**src/rtl/shuf_arb.sv**
```systemverilog
// Two-requester burst arbiter feeding a one-word output register; each granted
// word is passed through or bit-reversed according to its requester's mode bit.
module shuf_arb #(
  parameter int WIDTH = 64,
  parameter int BURST = 4
) (
  input  logic             clk,
  input  logic             rst,
  input  logic             a_valid,
  output logic             a_ready,
  input  logic [WIDTH-1:0] a_data,
  input  logic             a_rev,
  input  logic             b_valid,
  output logic             b_ready,
  input  logic [WIDTH-1:0] b_data,
  input  logic             b_rev,
  output logic             out_valid,
  input  logic             out_ready,
  output logic [WIDTH-1:0] out_data,
  output logic             out_src,
  output logic             out_rev
);

  localparam int CW = $clog2(BURST + 1);
  localparam logic [CW-1:0] BURST_C = CW'(BURST);

  typedef enum logic [1:0] {IDLE, OWN_A, OWN_B} state_t;

  state_t           r_state;
  state_t           w_state_nxt;
  state_t           w_own_state;
  logic [CW-1:0]    r_cnt;
  logic [CW-1:0]    w_cnt_nxt;
  logic             r_last;
  logic             w_last_nxt;
  logic             w_accept;
  logic             w_has_owner;
  logic             w_owner;
  logic             w_burst_done;
  logic             w_xfer;
  logic [WIDTH-1:0] w_sel_data;
  logic             w_sel_rev;
  logic [WIDTH-1:0] w_shuf;
  logic             r_out_valid;
  logic [WIDTH-1:0] r_out_data;
  logic             r_out_src;
  logic             r_out_rev;

  // Owner selection; w_owner is 0 for A and 1 for B, and only meaningful with w_has_owner.
  always_comb begin
    w_has_owner  = 1'b0;
    w_owner      = 1'b0;
    w_burst_done = (r_cnt == BURST_C);
    case (r_state)
      OWN_A: begin
        if (a_valid && !(w_burst_done && b_valid)) begin
          w_has_owner = 1'b1;
          w_owner     = 1'b0;
        end else if (b_valid) begin
          w_has_owner = 1'b1;
          w_owner     = 1'b1;
        end
      end
      OWN_B: begin
        if (b_valid && !(w_burst_done && a_valid)) begin
          w_has_owner = 1'b1;
          w_owner     = 1'b1;
        end else if (a_valid) begin
          w_has_owner = 1'b1;
          w_owner     = 1'b0;
        end
      end
      default: begin
        if (a_valid && b_valid) begin
          w_has_owner = 1'b1;
          w_owner     = ~r_last;
        end else if (a_valid || b_valid) begin
          w_has_owner = 1'b1;
          w_owner     = b_valid;
        end
      end
    endcase
  end

  assign w_accept = !r_out_valid || out_ready;
  assign a_ready  = !rst && w_accept && w_has_owner && !w_owner && a_valid;
  assign b_ready  = !rst && w_accept && w_has_owner && w_owner && b_valid;
  assign w_xfer   = a_ready || b_ready;
  assign w_own_state = w_owner ? OWN_B : OWN_A;

  always_comb begin
    w_state_nxt = r_state;
    w_cnt_nxt   = r_cnt;
    w_last_nxt  = r_last;
    if (w_xfer) begin
      w_state_nxt = w_own_state;
      w_last_nxt  = w_owner;
      if (r_state == w_own_state && !w_burst_done) begin
        w_cnt_nxt = r_cnt + 1'b1;
      end else begin
        w_cnt_nxt = CW'(1);
      end
    end else if (!a_valid && !b_valid) begin
      w_state_nxt = IDLE;
      w_cnt_nxt   = '0;
    end
  end

  // last_owner resets to B so that A wins the first tie.
  always_ff @(posedge clk or posedge rst) begin
    if (rst) begin
      r_state <= IDLE;
      r_cnt   <= '0;
      r_last  <= 1'b1;
    end else begin
      r_state <= w_state_nxt;
      r_cnt   <= w_cnt_nxt;
      r_last  <= w_last_nxt;
    end
  end

  always_comb begin
    w_sel_data = w_owner ? b_data : a_data;
    w_sel_rev  = w_owner ? b_rev : a_rev;
    w_shuf     = '0;
    for (int i = 0; i < WIDTH; i++) begin
      w_shuf[i] = w_sel_rev ? w_sel_data[WIDTH-1-i] : w_sel_data[i];
    end
  end

  always_ff @(posedge clk or posedge rst) begin
    if (rst) begin
      r_out_valid <= 1'b0;
      r_out_data  <= '0;
      r_out_src   <= 1'b0;
      r_out_rev   <= 1'b0;
    end else if (w_xfer) begin
      r_out_valid <= 1'b1;
      r_out_data  <= w_shuf;
      r_out_src   <= w_owner;
      r_out_rev   <= w_sel_rev;
    end else if (out_ready) begin
      r_out_valid <= 1'b0;
    end
  end

  assign out_valid = r_out_valid;
  assign out_data  = r_out_data;
  assign out_src   = r_out_src;
  assign out_rev   = r_out_rev;

endmodule
```
**config.mk**
```make
export PLATFORM = sky130hd
export DESIGN_NAME = shuf_arb
export DESIGN_NICKNAME = d
export VERILOG_FILES = /design/src/rtl/shuf_arb.sv
export SDC_FILE = /design/constraint.sdc
export NUM_CORES = 1
export LEC_CHECK = 0
export CORE_ASPECT_RATIO = 0.8
export CORE_MARGIN = 2
export CORE_UTILIZATION = 30
export CTS_CLUSTER_SIZE = 10
export DETAILED_ROUTE_END_ITERATION = 10
export GPL_ROUTABILITY_DRIVEN = 0
export PLACE_DENSITY = 0.65
export SYNTH_ARGS = -nofsm -noshare
export SYNTH_HDL_FRONTEND = slang
export SYNTH_SLANG_ARGS = --single-unit
export TNS_END_PERCENT = 50
```
**constraint.sdc**
```tcl
create_clock -name clk -period 3.7 [get_ports clk]
set_clock_uncertainty 0.15 [all_clocks]
set_input_delay 0.37 -clock clk [delete_from_list [all_inputs] [get_ports clk]]
set_output_delay 0.37 -clock clk [all_outputs]
set_load 0.05 [all_outputs]
```
==> run_results.csv, run 1 <==
group,metric,value,unit
setup_path,max_stage_delay,0.80,ns
synth,yosysSeqAreaShare,0.378,
global_route,grt_pass1_vias,4635,
setup_path,endpoint_kind,"output port",
clock_tree,root_buffer,"clkbuf_16",
clock_tree,numCtsBuffers,9,
synth,syn_nets,626,
cells_and_area,area_growth,49.6,%
floorplanning,ios,204,
setup_path,critPathBufInv,2,
sta,final.period_utilization,0.865,
setup_path,crit_family,"buffers and inverters",
synth,synth-edff-count,0,
pwr,total_power,0.00566,W
global_route,grt-ovfl-total,0,
synth,synth-seq-cells,73,
route,wl,15.0,mm
synth,async_reset_ff_frac,1.00,
cells_and_area,n_antenna_cell,0,
global_route,antenna_found_initial,0,
floorplanning,die_h,118,um
floorplanning,core_region_area,0.0158,mm2
floorplanning,start_util,0.306,
sta,maxSlewViolCount,0,
setup_path,critPathKind,"reg2out",
route,drt_first_pass_iters,5,
clock_tree,cts_tree,"built",
flow_run,maxCapViolations,0,
synth,synth_warnings,0,
cells_and_area,final_common_cell,"clkdlybuf4s50_1",
sta,worstMarginPinSlew,1.13,ns
sta,setup-violations-final,0,
setup_path,regToRegSetupSlack,0.98,ns
placed_design,dp_hpwl,10.4,mm
pwr,vdd_drop_max,0.000446,V
route,drtIter0Drc,164,
synth,synthesis.area,0.00484,mm2
status,status,"completed",
clock_tree,clkLatencyLatePin,0.33,ns
cells_and_area,multi_input_area,0.00273,mm2
pwr,leakage,3.34,nW
synth,synth-main-ff-cell,"dfrtp_1",
route,drcViolationCount,0,
global_route,grt_pass1_wl,24.1,mm
sta,max_slew_margin,0.245,
cells_and_area,nNetsFinal,803,
synth,syn_inst,487,
setup_path,crit_chain,"inv_1 -> ha_1 -> o311a_1 -> and2_2 -> nor2_1 -> clkdlybuf4s50_1",
clock_tree,cts-htree-levels,3,
sta,fmax,313,MHz
global_route,grt_max_degree,71,
cells_and_area,regArea,0.00183,mm2
clock_tree,clockBufferDepth,2,
sta,hold_viol,0,
setup_path,worst_path_max_delay_cell,"clkdlybuf4s50_1",
route,routed_via_density,5.08,
pwr,power.density,783,mW/mm2
synth,synth.avg_cell_area,9.94,um2
placed_design,io_buffer_count,203,
cells_and_area,layout_common_cells,"clkdlybuf4s50_1 (200), mux2i_1 (131), dfrtp_1 (72)",
clock_tree,post_cts_buffers,0,
floorplanning,die-area,0.0172,mm2
worst_hold_path,worstHoldPathType,"reg2reg",
sta,tns,0,ns
sta,rsz0062_at_grt,"no",
clock_tree,holdBufCountCts,0,
route,drtAntennaViolNets,0,
floorplanning,std_cell_rows,41,
setup_path,critPathMaxFanout,5,
cells_and_area,final_layout_size_suffix_gt1_frac,0.0478,
setup_path,cp.arrival,2.68,ns
clock_tree,cts_resized,0,
global_route,grt_use_total,0.170,
floorplanning,die_w,146,um
route,routedWlPerCell,16.9,um
route,vias,4490,
setup_path,crit_required,3.18,ns
setup_path,crit_path_start_kind,"flip-flop",
cells_and_area,nFillCells,1497,
synth,synthDistinctLibCells,33,
clock_tree,cts_sinks,73,
sta,post-route-min-period,3.20,ns
clock_tree,cts.clk_slew.worst_paths,0.06,ns
==> registers in the layout, summed over array words and instances (netlist names) <==
register and flops:
out_rev 1, r_last 1, r_state 2, out_src 1
out_valid 1, out_data 64, r_cnt 3
==> cell usage after synthesis (3+ instances only) <==
cell | instances | area [um2]
nand2_1 | 72 | 270
nor2_1 | 3 | 11.3
clkbuf_1 | 13 | 48.8
buf_1 | 9 | 33.8
mux2i_1 | 131 | 1310
buf_6 | 12 | 135
inv_1 | 6 | 22.5
ha_1 | 4 | 50.1
a22o_1 | 64 | 561
dfrtp_1 | 72 | 1800
a21oi_1 | 65 | 325
buf_2 | 7 | 35.0
nand3_1 | 4 | 20.0
==> metal layers <==
| layer | GRT usage | vias to the layer above | share of wire | routed length (um) |
|---|---|---|---|---|
| met4 | 0.0328 | 0 | 0.0067 | 100 |
| met5 | 0 | - | 0 | 0 |
| met3 | 0.0488 | 11 | 0.069 | 1040 |
| met1 | 0.230 | 2173 | 0.47 | 7070 |
| li1 | - | 2156 | - | - |
| met2 | 0.273 | 150 | 0.45 | 6770 |
==> stage by stage <==
stage / std cells / instance area [um2] / util / hold slack [ns] / setup slack [ns]
CTS: 884 / 7230 / 0.458 / 0.333 / 0.222
detailed placement: 868 / 6950 / 0.440 / 0.319 / 0.459
finish: 884 / 7240 / 0.458 / 0.331 / 0.500
global route: 884 / 7240 / 0.458 / 0.375 / 0.419
global placement: 868 / 6950 / 0.440 / 0.314 / 0.567
floorplan: 487 / 4840 / - / 0.342 / 0.780
==> worst paths after layout <==
path                                   startpoint                       end  cells after the start
hold / removal                out_rev$_DFFE_PP0P_       out_rev$_DFFE_PP0P_                      2
max in group asynchronous                     rst  out_data[13]$_DFFE_PP0P_                      3
setup / recovery           r_state[0]$_DFFE_PP0P_                   a_ready                      6
min in group asynchronous                     rst      r_cnt[2]$_DFFE_PP0P_                      2
setup reg to reg           r_state[0]$_DFFE_PP0P_  out_data[25]$_DFFE_PP0P_                      7
hold reg to reg               out_rev$_DFFE_PP0P_       out_rev$_DFFE_PP0P_                      2
==> area by class of cell <==
| type | instances | share of cell area |
|---|---|---|
| clock buffers | 10 | 0.0316 |
| well taps | 215 | 0.0372 |
| multi-input cells | 365 | 0.377 |
| clock inverters | 6 | 0.00830 |
| repair buffers | 209 | 0.290 |
| flip-flops and latches | 73 | 0.253 |
| inverters | 6 | 0.00328 |
==> cells by family after synthesis <==
logic type,Yosys count,synth area share
flip-flops,73,0.378
buffers and inverters,49,0.0600
AND/OR/NAND/NOR,88,0.0740
adder cells (fa/ha/maj),4,0.0103
AO/OA/AOI/OAI,141,0.205
multiplexers,132,0.273
==> worst register-to-register path, delay by kind of cell, from the launching register on <==
family | cells | cell delay (ns)
fa+ha+maj | 1 | 0.37
flops | 1 | 0.37
buf+inv | 2 | 0.49
compound gates | 2 | 0.36
simple gates | 2 | 0.87
==> where the power goes <==
| group | leakage, nW | total, W | internal [W] | switching (W) |
|---|---|---|---|---|
| logic | 2.31 | 0.00337 | 0.00122 | 0.00215 |
| clock network | 0.138 | 0.000856 | 0.000519 | 0.000337 |
| registers | 0.893 | 0.00144 | 0.00118 | 0.000256 |
Power figures use the tool's default switching activity.
==> run 2, diff against run 1 <==
--- a/config.mk
+++ b/config.mk
@@ -6,12 +6,13 @@
 export NUM_CORES = 1
 export LEC_CHECK = 0
 export CORE_ASPECT_RATIO = 0.8
-export CORE_MARGIN = 2
 export CORE_UTILIZATION = 30
 export CTS_CLUSTER_SIZE = 10
 export DETAILED_ROUTE_END_ITERATION = 10
 export GPL_ROUTABILITY_DRIVEN = 0
 export PLACE_DENSITY = 0.65
+export REMOVE_ABC_BUFFERS = 1
+export SKIP_CTS_REPAIR_TIMING = 1
 export SYNTH_ARGS = -nofsm -noshare
 export SYNTH_HDL_FRONTEND = slang
 export SYNTH_SLANG_ARGS = --single-unit
==> run_results.csv, run 2 (synthesis gave the netlist of run 1 again) <==
group,metric,value,unit
status,status,"completed",
sta,rsz0062_at_grt,"no",
sta,max_slew_margin,0.242,
floorplanning,die_w,144,um
sta,worstMarginPinSlew,1.14,ns
route,drtIter0Drc,144,
cells_and_area,nNetsFinal,801,
setup_path,regToRegSetupSlack,0.76,ns
floorplanning,core_region_area,0.0157,mm2
cells_and_area,final_layout_size_suffix_gt1_frac,0.0450,
sta,hold_slack,0.348,ns
setup_path,crit_start,"r_state[0]$_DFFE_PP0P_",
sta,timing.final.ws_setup,0.671,ns
cells_and_area,layout_common_cells,"clkdlybuf4s50_1 (199), mux2i_1 (131), dfrtp_1 (72)",
setup_path,worst_r2r_path_depth,8,
flow_run,maxCapViolations,0,
global_route,grt_max_degree,77,
setup_path,crit_path_start_kind,"flip-flop",
worst_hold_path,min_to,"out_rev$_DFFE_PP0P_",
floorplanning,start_util,0.307,
cells_and_area,nFillCells,1467,
route,wl,14.4,mm
floorplanning,ios,204,
setup_path,critPathMaxFanout,32,
global_route,grt-ovfl-total,0,
cells_and_area,finalNonFillerCells,882,
clock_tree,clkLatencyLatePin,0.32,ns
pwr,vdd_drop_max,0.000409,V
pwr,leakage,3.34,nW
setup_path,critPathKind,"reg2out",
cells_and_area,n_antenna_cell,0,
global_route,grt_use_total,0.176,
route,drcViolationCount,0,
clock_tree,numCtsBuffers,9,
route,vias,4443,
route,drt_first_pass_iters,4,
floorplanning,die-area,0.0166,mm2
global_route,grt_pass1_vias,4602,
sta,final.period_utilization,0.819,
route,routed.top_layer,"met4",
placed_design,dp_hpwl,10.0,mm
worst_hold_path,whs_path_depth,2,
setup_path,r2r_start,"r_state[0]$_DFFE_PP0P_",
placed_design,dp.cells,866,
cells_and_area,final_common_cell,"clkdlybuf4s50_1",
worst_hold_path,min_from,"out_rev$_DFFE_PP0P_",
floorplanning,die_h,116,um
setup_path,endpoint_kind,"output port",
pwr,power.density,789,mW/mm2
clock_tree,cts_tree,"built",
route,met1_length,6.53,mm
route,routedWlPerCell,16.3,um
route,routed_via_density,5.04,
route,routed-wl-met2,6.81,mm
global_route,grt_pass1_wl,22.6,mm
cells_and_area,largest_register_ffs,64,
floorplanning,std_cell_rows,41,
placed_design,io_buffer_count,203,
sta,maxSlewViolCount,0,
clock_tree,root_buffer,"clkbuf_16",
setup_path,r2r_end,"out_data[4]$_DFFE_PP0P_",
setup_path,crit_required,3.18,ns
clock_tree,cts.clk_slew.worst_paths,0.06,ns
sta,fmax,330,MHz
sta,post-route-min-period,3.03,ns
cells_and_area,area_growth,49.9,%
clock_tree,cts-htree-levels,3,
setup_path,cp.arrival,2.51,ns
cells_and_area,final_util,0.461,
global_route,antenna_found_initial,0,
worst_hold_path,worstHoldPathType,"reg2reg",
pwr,total_power,0.00572,W
sta,setup-violations-final,0,
route,drtAntennaViolNets,0,
clock_tree,clockBufferDepth,2,
placed_design,pre_cts_ws,0.632,ns
route,met3_length,860,um
clock_tree,cts_sinks,73,
sta,hold_viol,0,
[run 2: worst max path at each step]
stage,to,slack (ns),cells past startpoint
final,a_ready,0.67,7
after global routing,a_ready,0.55,7
after CTS,a_ready,0.61,7
after detailed placement,out_data[4]$_DFFE_PP0P_,0.63,7
after global placement,out_data[61]$_DFFE_PP0P_,0.78,7
after floorplan,b_ready,-0.32,6
[run 2: where the power goes]
group	internal, W	switching (W)
logic	0.00123	0.00213
registers	0.00118	0.000257
clock network	0.000609	0.000321
[run 2: worst max-delay path: stages, from the launching register on]
cell	delay, ns
dfrtp_1	0.39
inv_1	0.09
ha_1	0.36
nand3_1	0.16
o311a_1	0.22
and2_2	0.58
nor2_1	0.18
buf_12	0.19
[run 2: area by class of cell]
type	instances	area [um2]	share of cell area
well taps	215	269	0.0371
clock inverters	3	65.1	0.00897
inverters	6	23.8	0.00328
repair buffers	207	2090	0.288
flip-flops and latches	73	1830	0.252
clock buffers	13	250	0.0345
multi-input cells	365	2730	0.376
[run 2: through the flow]
step / TNS (ns) / area (um2)
floorplan: -2.58 / 4570
global placement: 0 / 6940
detailed placement: 0 / 6940
CTS: 0 / 7250
global route: 0 / 7250
finish: 0 / 7250
[run 2: metal layers]
layer	up-vias	track usage
li1	2147	-
met1	2147	0.218
met2	133	0.297
met3	16	0.0492
met4	0	0.0511
met5	-	0
==> run 3, diff against run 2 <==
--- a/config.mk
+++ b/config.mk
@@ -10,7 +10,7 @@
 export CTS_CLUSTER_SIZE = 10
 export DETAILED_ROUTE_END_ITERATION = 10
 export GPL_ROUTABILITY_DRIVEN = 0
-export PLACE_DENSITY = 0.65
+export PLACE_DENSITY = 0.67
 export REMOVE_ABC_BUFFERS = 1
 export SKIP_CTS_REPAIR_TIMING = 1
 export SYNTH_ARGS = -nofsm -noshare
==> constraint.sdc (replaced) <==
create_clock -name clk -period 2.5 [get_ports clk]
set_clock_uncertainty 0.15 [all_clocks]
set_input_delay 0.25 -clock clk [delete_from_list [all_inputs] [get_ports clk]]
set_output_delay 0.25 -clock clk [all_outputs]
set_load 0.05 [all_outputs]
==> run_results.csv, run 3 (synthesis gave the netlist of run 1 again) <==
group,metric,value,unit
status,status,"completed",
flow_run,maxCapViolations,0,
setup_path,endpoint_kind,"output port",
clock_tree,cts-htree-levels,3,
route,routed_via_density,5.11,
sta,fmax,411,MHz
sta,setup-violations-final,0,
clock_tree,clockBufferDepth,2,
cells_and_area,final_common_cell,"clkdlybuf4s50_1",
placed_design,pre_cts_ws,-0.0225,ns
global_route,grt-ovfl-total,0,
setup_path,max_stage_delay,0.41,ns
placed_design,dp_hpwl,9.99,mm
cells_and_area,area_growth,53.1,%
global_route,grt_pass1_vias,4553,
setup_path,worst_path_max_delay_cell,"dfrtp_2",
sta,timing.final.ws_setup,0.0688,ns
cells_and_area,largest_register_ffs,64,
route,drtIter0Drc,207,
floorplanning,die_w,144,um
floorplanning,core_region_area,0.0157,mm2
sta,maxSlewViolCount,0,
global_route,grt_use_total,0.172,
cells_and_area,n_antenna_cell,0,
route,vias,4554,
clock_tree,numCtsBuffers,9,
route,drt_first_pass_iters,7,
placed_design,dpl_cell_area,0.00703,mm2
cells_and_area,nNetsFinal,810,
sta,hold_viol,0,
cells_and_area,finalInstanceArea,0.00741,mm2
sta,final.period_utilization,0.972,
global_route,grt_max_degree,74,
route,wl,14.1,mm
cells_and_area,final_layout_size_suffix_gt1_frac,0.0680,
placed_design,io_buffer_count,203,
sta,post-route-min-period,2.43,ns
setup_path,crit_path_start_kind,"flip-flop",
setup_path,critPathMaxFanout,5,
floorplanning,die-area,0.0166,mm2
floorplanning,start_util,0.307,
floorplanning,ios,204,
clock_tree,cts_tree,"built",
setup_path,cp.arrival,2.03,ns
setup_path,regToRegSetupSlack,0.14,ns
clock_tree,clkLatencyLatePin,0.33,ns
pwr,total_power,0.00858,W
sta,worstMarginPinSlew,0.549,ns
setup_path,crit_chain,"buf_4 -> ha_4 -> o311a_1 -> and2_2 -> nor2_4 -> buf_12",
cells_and_area,layout_common_cells,"clkdlybuf4s50_1 (199), mux2i_1 (131), nand2_1 (71), dfrtp_1 (71), a21oi_1 (65)",
route,drtAntennaViolNets,0,
setup_path,critPathKind,"reg2out",
clock_tree,cts_sinks,73,
worst_hold_path,worstHoldPathType,"in2async",
clock_tree,root_buffer,"clkbuf_16",
clock_tree,cts.clk_slew.worst_paths,0.06,ns
floorplanning,die_h,116,um
sta,max_slew_margin,0.633,
setup_path,critPathBufInv,2,
setup_path,crit_required,2.10,ns
global_route,grt_pass1_wl,22.5,mm
pwr,vdd_drop_max,0.000672,V
route,routedWlPerCell,15.8,um
sta,tns,0,ns
route,drcViolationCount,0,
pwr,leakage,3.41,nW
floorplanning,std_cell_rows,41,
pwr,power.density,1160,mW/mm2
global_route,antenna_found_initial,0,
setup_path,crit_family,"flip-flops",
## run 3: cell types whose count changed in the layout (fill, tap and decap cells not counted), moves of 2 or more
cell | before | now
buf_4 | 5 | 10
clkbuf_1 | 3 | 0
clkinv_4 | 0 | 2
buf_12 | 3 | 7
## run 3: cell type report
type / instances / area (um2)
Clock buffer: 9 / 225
Inverter: 6 / 22.5
Sequential cell: 73 / 1830
Tap cell: 215 / 269
Fill cell: 1426 / 8340
Timing Repair Buffer: 216 / 2210
Clock inverter: 7 / 95.1
Multi-Input combinational cell: 365 / 2760
## run 3: worst paths after layout
kind / end / from / cells after the start
setup / recovery: a_ready / r_state[1]$_DFFE_PP0P_ / 6
hold / removal: out_data[42]$_DFFE_PP0P_ / rst / 3
setup reg to reg: out_data[28]$_DFFE_PP0P_ / r_state[1]$_DFFE_PP0P_ / 8
hold reg to reg: out_src$_DFFE_PP0P_ / out_src$_DFFE_PP0P_ / 1
max in group asynchronous: r_last$_DFFE_PP1P_ / rst / 3
min in group clk: out_src$_DFFE_PP0P_ / out_src$_DFFE_PP0P_ / 1
## run 3: report_power, final
part | switching (W) | total [W] | internal [W]
combinational | 0.00319 | 0.00508 | 0.00189
sequential | 0.000368 | 0.00212 | 0.00175
clock | 0.000505 | 0.00138 | 0.000873
total | 0.00406 | 0.00858 | 0.00451
## run 3: per-layer routing
metal  global-route usage  vias up  part of all wire
met5                    0        -                 0
met2                0.282      182              0.47
met4               0.0603        0             0.013
li1                     -     2166                 -
met3               0.0446       16             0.075
met1                0.219     2190              0.44
## run 3: through the flow
stage / utilization / std cells / hold WS (ns)
detailed placement: 0.446 / 872 / 0.326
global placement: 0.446 / 872 / 0.314
global route: 0.470 / 891 / 0.361
floorplan: - / 444 / 0.285
CTS: 0.467 / 888 / 0.296
finish: 0.470 / 891 / 0.313
## run 3: worst register-to-register path, delay by kind of cell, from the launching register on
family / cells / cell delay [ns]
buffers and inverters: 2 / 0.50
and+or+nand+nor: 2 / 0.33
DFF: 1 / 0.41
adders and majority gates: 1 / 0.23
AOI/OAI and AO/OA: 3 / 0.63
